### config.mk
export PLATFORM = sky130hd
export DESIGN_NAME = fnd_scan_ctrl
export DESIGN_NICKNAME = d
export VERILOG_FILES = /design/src/rtl/fnd_pkg.sv /design/src/rtl/bin2bcd_seq.sv /design/src/rtl/fnd_scan_ctrl.sv
export SDC_FILE = /design/constraint.sdc
export NUM_CORES = 1
export LEC_CHECK = 0
export ABC_AREA = 1
export CAP_MARGIN = 15
export CORE_ASPECT_RATIO = 1.4
export CORE_UTILIZATION = 50
export DETAILED_ROUTE_END_ITERATION = 7
export PLACE_DENSITY = 0.68
export SLEW_MARGIN = 20
export SYNTH_ARGS = -nofsm -noshare
export SYNTH_HDL_FRONTEND = slang
export SYNTH_SLANG_ARGS = --single-unit
### constraint.sdc
create_clock -name clk -period 2.7 [get_ports clk]
set_input_delay 0.81 -clock clk [delete_from_list [all_inputs] [get_ports clk]]
set_output_delay 0.81 -clock clk [all_outputs]
set_load 0.03 [all_outputs]
### src/rtl/fnd_pkg.sv
`default_nettype none
// ============================================================================
//  Module      : fnd_pkg
//  Description : Shared definitions for the 4-digit FND scan controller:
//                segment codes, converter state encoding, sizes and the
//                digit-to-segment decode helper.
//                Optional build macro used by the controller: FND_LZ_BLANK_EN
//  Revision    : 1.0  initial release
// ============================================================================
package fnd_pkg;

    // Display geometry and input width ({carry, sum[7:0]})
    localparam int DIGITS = 4;
    localparam int VAL_W  = 9;

    // Active-low segment codes, bit order {dp,g,f,e,d,c,b,a}; dp always off
    localparam logic [7:0] c_SEG_0     = 8'hC0;
    localparam logic [7:0] c_SEG_1     = 8'hF9;
    localparam logic [7:0] c_SEG_2     = 8'hA4;
    localparam logic [7:0] c_SEG_3     = 8'hB0;
    localparam logic [7:0] c_SEG_4     = 8'h99;
    localparam logic [7:0] c_SEG_5     = 8'h92;
    localparam logic [7:0] c_SEG_6     = 8'h82;
    localparam logic [7:0] c_SEG_7     = 8'hF8;
    localparam logic [7:0] c_SEG_8     = 8'h80;
    localparam logic [7:0] c_SEG_9     = 8'h90;
    localparam logic [7:0] c_SEG_BLANK = 8'hFF;

    // Binary-to-BCD converter states
    typedef enum logic [1:0] {
        IDLE  = 2'd0,
        SHIFT = 2'd1,
        LOAD  = 2'd2
    } conv_state_t;

    // Map one BCD digit to its segment pattern; non-decimal values go dark
    function automatic logic [7:0] seg_decode(input logic [3:0] digit);
        logic [7:0] seg;
        case (digit)
            4'd0:    seg = c_SEG_0;
            4'd1:    seg = c_SEG_1;
            4'd2:    seg = c_SEG_2;
            4'd3:    seg = c_SEG_3;
            4'd4:    seg = c_SEG_4;
            4'd5:    seg = c_SEG_5;
            4'd6:    seg = c_SEG_6;
            4'd7:    seg = c_SEG_7;
            4'd8:    seg = c_SEG_8;
            4'd9:    seg = c_SEG_9;
            default: seg = c_SEG_BLANK;
        endcase
        return seg;
    endfunction

endpackage
`default_nettype wire

### src/rtl/bin2bcd_seq.sv
`default_nettype none
// ============================================================================
//  Module      : bin2bcd_seq
//  Description : Sequential double-dabble converter. One shift per cycle,
//                VAL_W shifts per conversion, followed by a one-cycle LOAD
//                state during which the finished BCD word is presented with
//                done high.
//  Revision    : 1.0  initial release
// ============================================================================
module bin2bcd_seq
    import fnd_pkg::*;
(
    input  logic                  clk,
    input  logic                  reset,
    input  logic [VAL_W-1:0]      bin,
    input  logic                  start,
    output logic [4*DIGITS-1:0]   bcd,
    output logic                  busy,
    output logic                  done
);

    localparam int BCD_W = 4 * DIGITS;
    localparam int ITER_W = $clog2(VAL_W);
    localparam logic [ITER_W-1:0] c_LAST_ITER = ITER_W'(VAL_W - 1);

    conv_state_t         r_state;
    logic [BCD_W-1:0]    r_bcd;
    logic [VAL_W-1:0]    r_bin;
    logic [ITER_W-1:0]   r_iter;
    logic [BCD_W-1:0]    w_bcd_adj;

    // Add-3 correction on every nibble that would overflow past 9 after the shift
    for (genvar gi = 0; gi < DIGITS; gi++) begin : g_adj
        assign w_bcd_adj[4*gi +: 4] = (r_bcd[4*gi +: 4] >= 4'd5)
                                    ? r_bcd[4*gi +: 4] + 4'd3
                                    : r_bcd[4*gi +: 4];
    end

    // Converter FSM: capture on start, shift VAL_W times, then present result
    always_ff @(posedge clk or negedge reset) begin
        if (!reset) begin
            r_state <= IDLE;
            r_bcd   <= '0;
            r_bin   <= '0;
            r_iter  <= '0;
        end else begin
            case (r_state)
                IDLE: begin
                    if (start) begin
                        r_bin   <= bin;
                        r_bcd   <= '0;
                        r_iter  <= '0;
                        r_state <= SHIFT;
                    end
                end
                SHIFT: begin
                    // {bcd, bin} shifted left by one, corrected nibbles entering
                    r_bcd <= {w_bcd_adj[BCD_W-2:0], r_bin[VAL_W-1]};
                    r_bin <= {r_bin[VAL_W-2:0], 1'b0};
                    if (r_iter == c_LAST_ITER) begin
                        r_state <= LOAD;
                    end else begin
                        r_iter <= r_iter + 1'b1;
                    end
                end
                LOAD: begin
                    r_state <= IDLE;
                end
                default: begin
                    r_state <= IDLE;
                end
            endcase
        end
    end

    assign bcd  = r_bcd;
    assign busy = (r_state != IDLE);
    assign done = (r_state == LOAD);

endmodule
`default_nettype wire

### src/rtl/fnd_scan_ctrl.sv
`default_nettype none
// ============================================================================
//  Module      : fnd_scan_ctrl
//  Description : 4-digit common-anode 7-segment scan controller. Converts the
//                9-bit adder result to BCD, latches it into a display
//                register and multiplexes the digits at SCAN_HZ.
//                Build macro FND_LZ_BLANK_EN: blank leading zeros (digit 0 is
//                never blanked). Undefined: all four digits always shown.
//  Revision    : 1.0  initial release
// ============================================================================
module fnd_scan_ctrl
    import fnd_pkg::*;
#(
    parameter int CLK_HZ  = 100_000_000,
    parameter int SCAN_HZ = 1000
)(
    input  logic               clk,
    input  logic               reset,
    input  logic [VAL_W-1:0]   sum,
    output logic [7:0]         fnd_data,
    output logic [DIGITS-1:0]  fnd_com,
    output logic               busy
);

    // Cycles per digit; the configuration must keep this at 2 or more
    localparam int DIV   = CLK_HZ / SCAN_HZ;
    localparam int CNT_W = $clog2(DIV);
    localparam int IDX_W = $clog2(DIGITS);
    localparam int BCD_W = 4 * DIGITS;

    localparam logic [CNT_W-1:0]  c_TICK_MAX = CNT_W'(DIV - 1);
    localparam logic [DIGITS-1:0] c_COM_LSB  = DIGITS'(1);
    localparam logic [DIGITS-1:0] c_COM_RST  = ~c_COM_LSB;

    logic [CNT_W-1:0]   r_tick_cnt;
    logic               w_tick;
    logic [IDX_W-1:0]   r_idx;
    logic [VAL_W-1:0]   r_last_val;
    logic [BCD_W-1:0]   r_disp;
    logic [7:0]         r_fnd_data;
    logic [DIGITS-1:0]  r_fnd_com;

    logic               w_start;
    logic               w_conv_busy;
    logic               w_conv_done;
    logic [BCD_W-1:0]   w_conv_bcd;
    logic [3:0]         w_digit;
    logic [DIGITS-1:0]  w_blank;
    logic [7:0]         w_seg;

    // A new conversion is only launched from idle; mid-conversion changes
    // are picked up by this same compare once the converter returns to idle.
    assign w_start = !w_conv_busy && (sum != r_last_val);

    bin2bcd_seq u_bin2bcd (
        .clk   (clk),
        .reset (reset),
        .bin   (sum),
        .start (w_start),
        .bcd   (w_conv_bcd),
        .busy  (w_conv_busy),
        .done  (w_conv_done)
    );

    // Scan-rate tick: one-cycle pulse every DIV cycles
    assign w_tick = (r_tick_cnt == c_TICK_MAX);

    // Free-running tick counter 0..DIV-1
    always_ff @(posedge clk or negedge reset) begin
        if (!reset) begin
            r_tick_cnt <= '0;
        end else if (w_tick) begin
            r_tick_cnt <= '0;
        end else begin
            r_tick_cnt <= r_tick_cnt + 1'b1;
        end
    end

    // Digit index advances on each tick and wraps after the last digit
    always_ff @(posedge clk or negedge reset) begin
        if (!reset) begin
            r_idx <= '0;
        end else if (w_tick) begin
            r_idx <= r_idx + 1'b1;
        end
    end

    // Track the value being converted and latch finished results. A result
    // whose source value has already moved on is dropped so the display only
    // ever shows the latest stable input; the idle compare restarts the
    // conversion for the new value.
    always_ff @(posedge clk or negedge reset) begin
        if (!reset) begin
            r_last_val <= '0;
            r_disp     <= '0;
        end else begin
            if (w_start) begin
                r_last_val <= sum;
            end
            if (w_conv_done && (sum == r_last_val)) begin
                r_disp <= w_conv_bcd;
            end
        end
    end

`ifdef FND_LZ_BLANK_EN
    // A digit is blank when it and every digit above it are zero
    assign w_blank[0] = 1'b0;
    for (genvar gi = 1; gi < DIGITS; gi++) begin : g_lz_blank
        assign w_blank[gi] = ~|r_disp[BCD_W-1:4*gi];
    end
`else
    assign w_blank = '0;
`endif

    assign w_digit = r_disp[4*r_idx +: 4];
    assign w_seg   = w_blank[r_idx] ? c_SEG_BLANK : seg_decode(w_digit);

    // Digit enable and segments registered together so they always agree
    always_ff @(posedge clk or negedge reset) begin
        if (!reset) begin
            r_fnd_com  <= c_COM_RST;
            r_fnd_data <= c_SEG_0;
        end else begin
            r_fnd_com  <= ~(c_COM_LSB << r_idx);
            r_fnd_data <= w_seg;
        end
    end

    assign fnd_com  = r_fnd_com;
    assign fnd_data = r_fnd_data;
    assign busy     = w_conv_busy;

endmodule
`default_nettype wire
# --- Yosys cells after proc, flatten, opt, wreduce, memory -nomap -nowiden ---
# Memory sizes are Yosys's and may differ from the RTL's. A register that Yosys moved wholly into a read port is not among the register bits.
# Cells that the tools add are included.
word_totals:
  register_bits: 87
  memories: 1
  mem_bits_ro: 112
  out_inout_bits: 13
  word_cells: 63
classes:
  shift: 2
  reduce_logical: 10
  n_addsub: 7
  bitwise: 1
  n_lt_le_gt_ge: 5
  n_eq_ne: 9
  n_mux: 18
memory_table:
  columns: ["name", "words", "width", "read_ports", "rd_clocked_by_memory_dff", "write_ports", "line_no", "text"]
  rows:
  - ["(name not given)", 16, 7, 1, 1, 0, "fnd_pkg.sv:39", "case (digit)"]
ops:
  columns: ["cell", "n"]
  rows:
  - ["one-hot mux 16 bit (2 select lines)", 1]
  - ["two-way mux 4 bit", 5]
  - ["one-hot mux 9 bit (2 select lines)", 1]
  - ["adder 17 x 1 -> 17 bit, second input constant", 1]
  - ["== test 17 bit, second input constant", 1]
  - ["two-way mux 17 bit", 1]
  - ["greater-or-equal comparator 4 x 3 -> 1 bit, second input constant", 4]
  - ["two-way mux 16 bit", 1]
  - ["indexed part select 16 x 5 -> 4 bit", 1]
  - ["adder 4 x 2 -> 4 bit, second input constant", 3]
  - ["== test 9 bit", 1]
  - ["two-way mux 9 bit", 1]
  - ["!= test 9 bit", 1]
  - ["two-way mux 8 bit", 1]
  - ["one-hot mux 4 bit (2 select lines)", 1]
  - ["adder 4 x 1 -> 4 bit, second input constant", 1]
  - ["== test 4 bit, second input constant", 1]
  - ["two-way mux 2 bit", 2]
  - ["!= test 2 x 1 -> 1 bit, second input constant", 2]
  - ["NOT 4 bit", 1]
  - ["one-hot mux 2 bit (2 select lines)", 1]
  - ["AND reduction 2 bit", 2]
  - ["nonzero test 2 bit", 2]
  - ["<< shifter 1 x 2 -> 4 bit, first input constant", 1]
  - ["other kinds (13)", 15]

# --- Longest topological paths before layout ---
logic_depth:
  depth_word: 5
  depth_mapped: 11
  ltp_nobuf: 10

# --- Modules after synthesis ---
# From an unflattened synthesis, not the netlist that was laid out.
hier_totals:
  cells_unflattened: 563
  hier_area_um2: 4675.7
by_module_without_submodules:
  columns: ["mod", "seq_area_each_um2", "area_per_inst_um2", "cells_each", "n_inst"]
  rows:
  - ["fnd_scan_ctrl", 1381.3, 2896.5, 342, 1]
  - ["bin2bcd_seq", 775.7, 1779.2, 221, 1]

# --- Worst setup path after synthesis ---
# OpenSTA, ideal clock, no wires.
synth_path:
  path_type: "in2reg"
  startpoint: "input sum[2]"
  endpoint: "register r_disp[11]"
  stages: 8
  path_slack_ns: 0.880
  path_buffers: 1
  arrival_ns: 1.699
  required_time_ns: 2.578
  path_cell_list: "inv_1 or2_0 nand3_1 nor2_4 nand3_1 buf_2 nand2_1 o21ai_1"
synth_between:
  elab_chain_cells: 2
synth_lines:
  columns: ["item", "line_no", "text"]
  rows:
  - ["from (decl)", "fnd_scan_ctrl.sv:19", "input logic [VAL_W-1:0] sum,"]
  - ["== test 9 bit", "fnd_scan_ctrl.sv:100", "if (w_conv_done && (sum == r_last_val)) begin"]
  - ["logical AND 1 bit", "fnd_scan_ctrl.sv:100", null]
  - ["to (signal assigned)", "fnd_scan_ctrl.sv:101", "r_disp <= w_conv_bcd;"]
  - ["to (decl)", "fnd_scan_ctrl.sv:39", "logic [BCD_W-1:0] r_disp;"]
# Every way passes these cells.
# A chain may end at the register's enable or synchronous reset.

# --- Worst setup path after layout ---
layout_path:
  startpoint: "register u_bin2bcd.r_state[1]"
  endpoint: "output busy"
layout_between:
  elab_chain_cells: 1
layout_lines:
  columns: ["item", "line_no", "text"]
  rows:
  - ["from (decl)", "bin2bcd_seq.sv:26", "conv_state_t r_state;"]
  - ["from (signal assigned)", "bin2bcd_seq.sv:42", "r_state <= IDLE;"]
  - ["from (signal assigned)", "bin2bcd_seq.sv:53", "r_state <= SHIFT;"]
  - ["from (signal assigned)", "bin2bcd_seq.sv:61", "r_state <= LOAD;"]
  - ["nonzero test 2 bit", "bin2bcd_seq.sv:77", "assign busy = (r_state != IDLE);"]
  - ["to (decl)", "fnd_scan_ctrl.sv:22", "output logic busy"]
# Every way passes these cells.

==> metrics <==
Chip Width=81.46 um; boundary pin count=24; Inserted Clock Buffers=9; Post-Synthesis Cell Area=4419 um2; CTS max path bufs=2; initial antenna violation count=0; total half-perimeter wirelength after legalization and detailed placement=5666 um; DRC viols=0; clock latency of the later-clocked register in the worst-skew pair=0.34 ns; IR drop worst, VDD=626.3 uV; post-synthesis async set-or-reset flop share=1.000; count of flip-flops with a built-in enable after synthesis=0; GRT overflow=0; filler instances=784; startpoint of the lowest-slack register-to-register path=r_idx[0]; clock power share=0.247; most common library cell in the layout ignoring fill and taps=nand2_1; setup repair after global routing missed its margin=no; Sw Ratio=0.3616; Syn Inst Count=544; core footprint=8558 um2; run status=completed; drt via density=5.012; Synthesis Warnings=0; clk slew on worst S/H paths=0.06 ns; post-layout net count=601; data arrival time of the critical path=1.56 ns; Setup Viol. Count Final=0; die footprint=9224 um2; layout-stage area growth over the synthesis result=13.14%; kind of launch point of the worst setup path=flip-flop; Post-DP Area=4750 um2; CTS tree=built; # Max-Cap Violations=0; DR iter-0 viols=155; wire length of the first global-routing pass=14000 um; setup TNS=0 ns; antenna-violating nets left=0; worst hold-check path type=in -> async; mean instance size in the synthesized netlist=8.124 um2; placer's final routability congestion estimate=0.8642; Initial DRT Pass Iterations=4; layout cells sized above 1=0.06098; data required time at the worst endpoint=1.89 ns; measured slew at the worst slew-check pin=0.5537 ns; largest net degree at the start of global routing=43; sw power=1.571 mW; worst setup path category=reg -> out; number of antenna cells inserted=0; CTS root buffer=clkbuf_16; number of slew-limit violations in the final report=0; initial core utilization=0.5164; net count of the mapped netlist=575; final count of hold timing violations=0; Max-Slew Margin vs Limit=0.6281; Num Clock Sinks=86; part of the Yosys area used for sequential elements=0.4881; Comb pwr share=0.333; dominant register cell in the synthesized netlist=dfrtp_1; fmax=422.4 MHz; count of cell types in the netlist=31; hold buffers post-CTS=0; CTS resizes=0; clock period minus final worst setup slack=2.368 ns; internal power of the cells=2.774 mW; startpoint of the most critical setup path=u_bin2bcd.r_state[1]; #FFs+latches synth=86; count of standard-cell rows=40; commonest cells after routing, fill and taps aside=nand2_1, dfrtp_1, inv_1; largest fanout on the critical path=4; final hold slack=0.4530 ns; part of the power in registers=0.419; setup clock skew after layout=0.005045 ns; DR WL/cell=11.48 um; DRT Wirelength=7793 um; count of H-tree levels built during CTS=3; total power draw=4.345 mW; global-route usage over all layers=0.1978; via count of the first global-routing pass=3335; final period utilization=0.8769; total vias in the final route=3403; final cell area excluding filler cells=5000 um2; total of buffers placed on input and output ports=22; Die Y-Extent=113.2 um; Power Dens Cells=869.1 nW/um2; Critical Path End Type=output pin; reported leakage power=2.538 nW; post-CTS repair timing setup buffer count=0
-- flip-flops by register name, summed over array words and instances (netlist names), 4 cells and up --
register	cells
r_tick_cnt	17
r_disp	16
u_bin2bcd.bcd	16
r_last_val	9
u_bin2bcd.r_bin	9
fnd_data	7
fnd_com	4
u_bin2bcd.r_iter	4
-- synthesized netlist by cell type (2+ instances only) --
cell	n	area, um2
nand3_1	38	190.2
dfrtp_1	82	2052
dfstp_2	4	105.1
nor3_1	7	35.03
nand2_2	2	12.51
nor2_1	35	131.4
nand4_1	8	50.05
clkbuf_1	3	11.26
o21ai_0	27	135.1
buf_4	5	37.54
inv_1	66	247.7
nor2_2	2	12.51
a21oi_1	13	65.06
nor2_4	2	22.52
o21ai_1	18	90.09
nand2_1	173	649.4
ha_1	20	250.2
o211ai_1	3	22.52
buf_2	3	15.01
xor2_1	12	105.1
inv_2	3	11.26
xnor2_1	9	78.83
-- layer usage --
layer	share of wire	wire, um	vias up	global-route usage
met2	0.51	3985	66	0.3428
met1	0.43	3332	1561	0.2193
li1	-	-	1759	-
met3	0.037	288	17	0.05645
met4	0.024	186	0	0.08690
met5	0	0	-	0
-- final cells by class --
class	count	area [um2]	share of cell area
tap	105	131.4	0.02628
clock inverter	2	10.01	0.002002
sequential	86	2157	0.4314
timing repair buffer	27	267.8	0.05355
clock buffer	13	240.2	0.04805
inverter	69	259.0	0.05180
multi-input combinational	377	1934	0.3869
-- worst max-delay path, stage by stage, from the launching register on --
cell and delay (ns):
dfrtp_1 0.43, nor2_1 0.08, inv_1 0.06, clkdlybuf4s50_1 0.66
-- through the flow --
step / setup WS (ns) / util / instances
after floorplan: 0.8796 / - / 544
after global placement: 0.2436 / 0.5550 / 664
after detailed placement: 0.1970 / 0.5550 / 664
after CTS: 0.3110 / 0.5842 / 679
after global routing: 0.2483 / 0.5842 / 679
final: 0.3325 / 0.5842 / 679
-- logic make-up after synthesis --
logic type	count (synthesis)	synth area share
xor+xnor	21	0.04162
simple gates	273	0.2653
buf+inv	81	0.07418
other cells	1	0.0008486
compound gates	62	0.07333
fa+ha+maj	20	0.05663
flops	86	0.4881
-- power by group through the flow --
| stage | clock, mW | combinational, mW | sequential [mW] |
|---|---|---|---|
| floorplan | 0 | 1.17 | 1.79 |
| global placement | 0 | 1.42 | 1.83 |
| detailed placement | 0 | 1.47 | 1.84 |
| CTS | 1.11 | 1.48 | 1.82 |
| global route | 1.17 | 1.71 | 1.87 |
| finish | 1.08 | 1.45 | 1.82 |
-- final timing paths --
kind                                          to  slack, ns  cells past startpoint
worst min register to register     r_tick_cnt[0]       0.46                      1
worst min-delay path               r_tick_cnt[5]       0.45                      1
min in group clk                   r_tick_cnt[0]       0.46                      1
max in group asynchronous       u_bin2bcd.bcd[9]       1.62                      2
worst max register to register       fnd_data[0]       0.83                      9
worst max-delay path                        busy       0.33                      3
No activity file was read; power rests on OpenSTA's default activity.
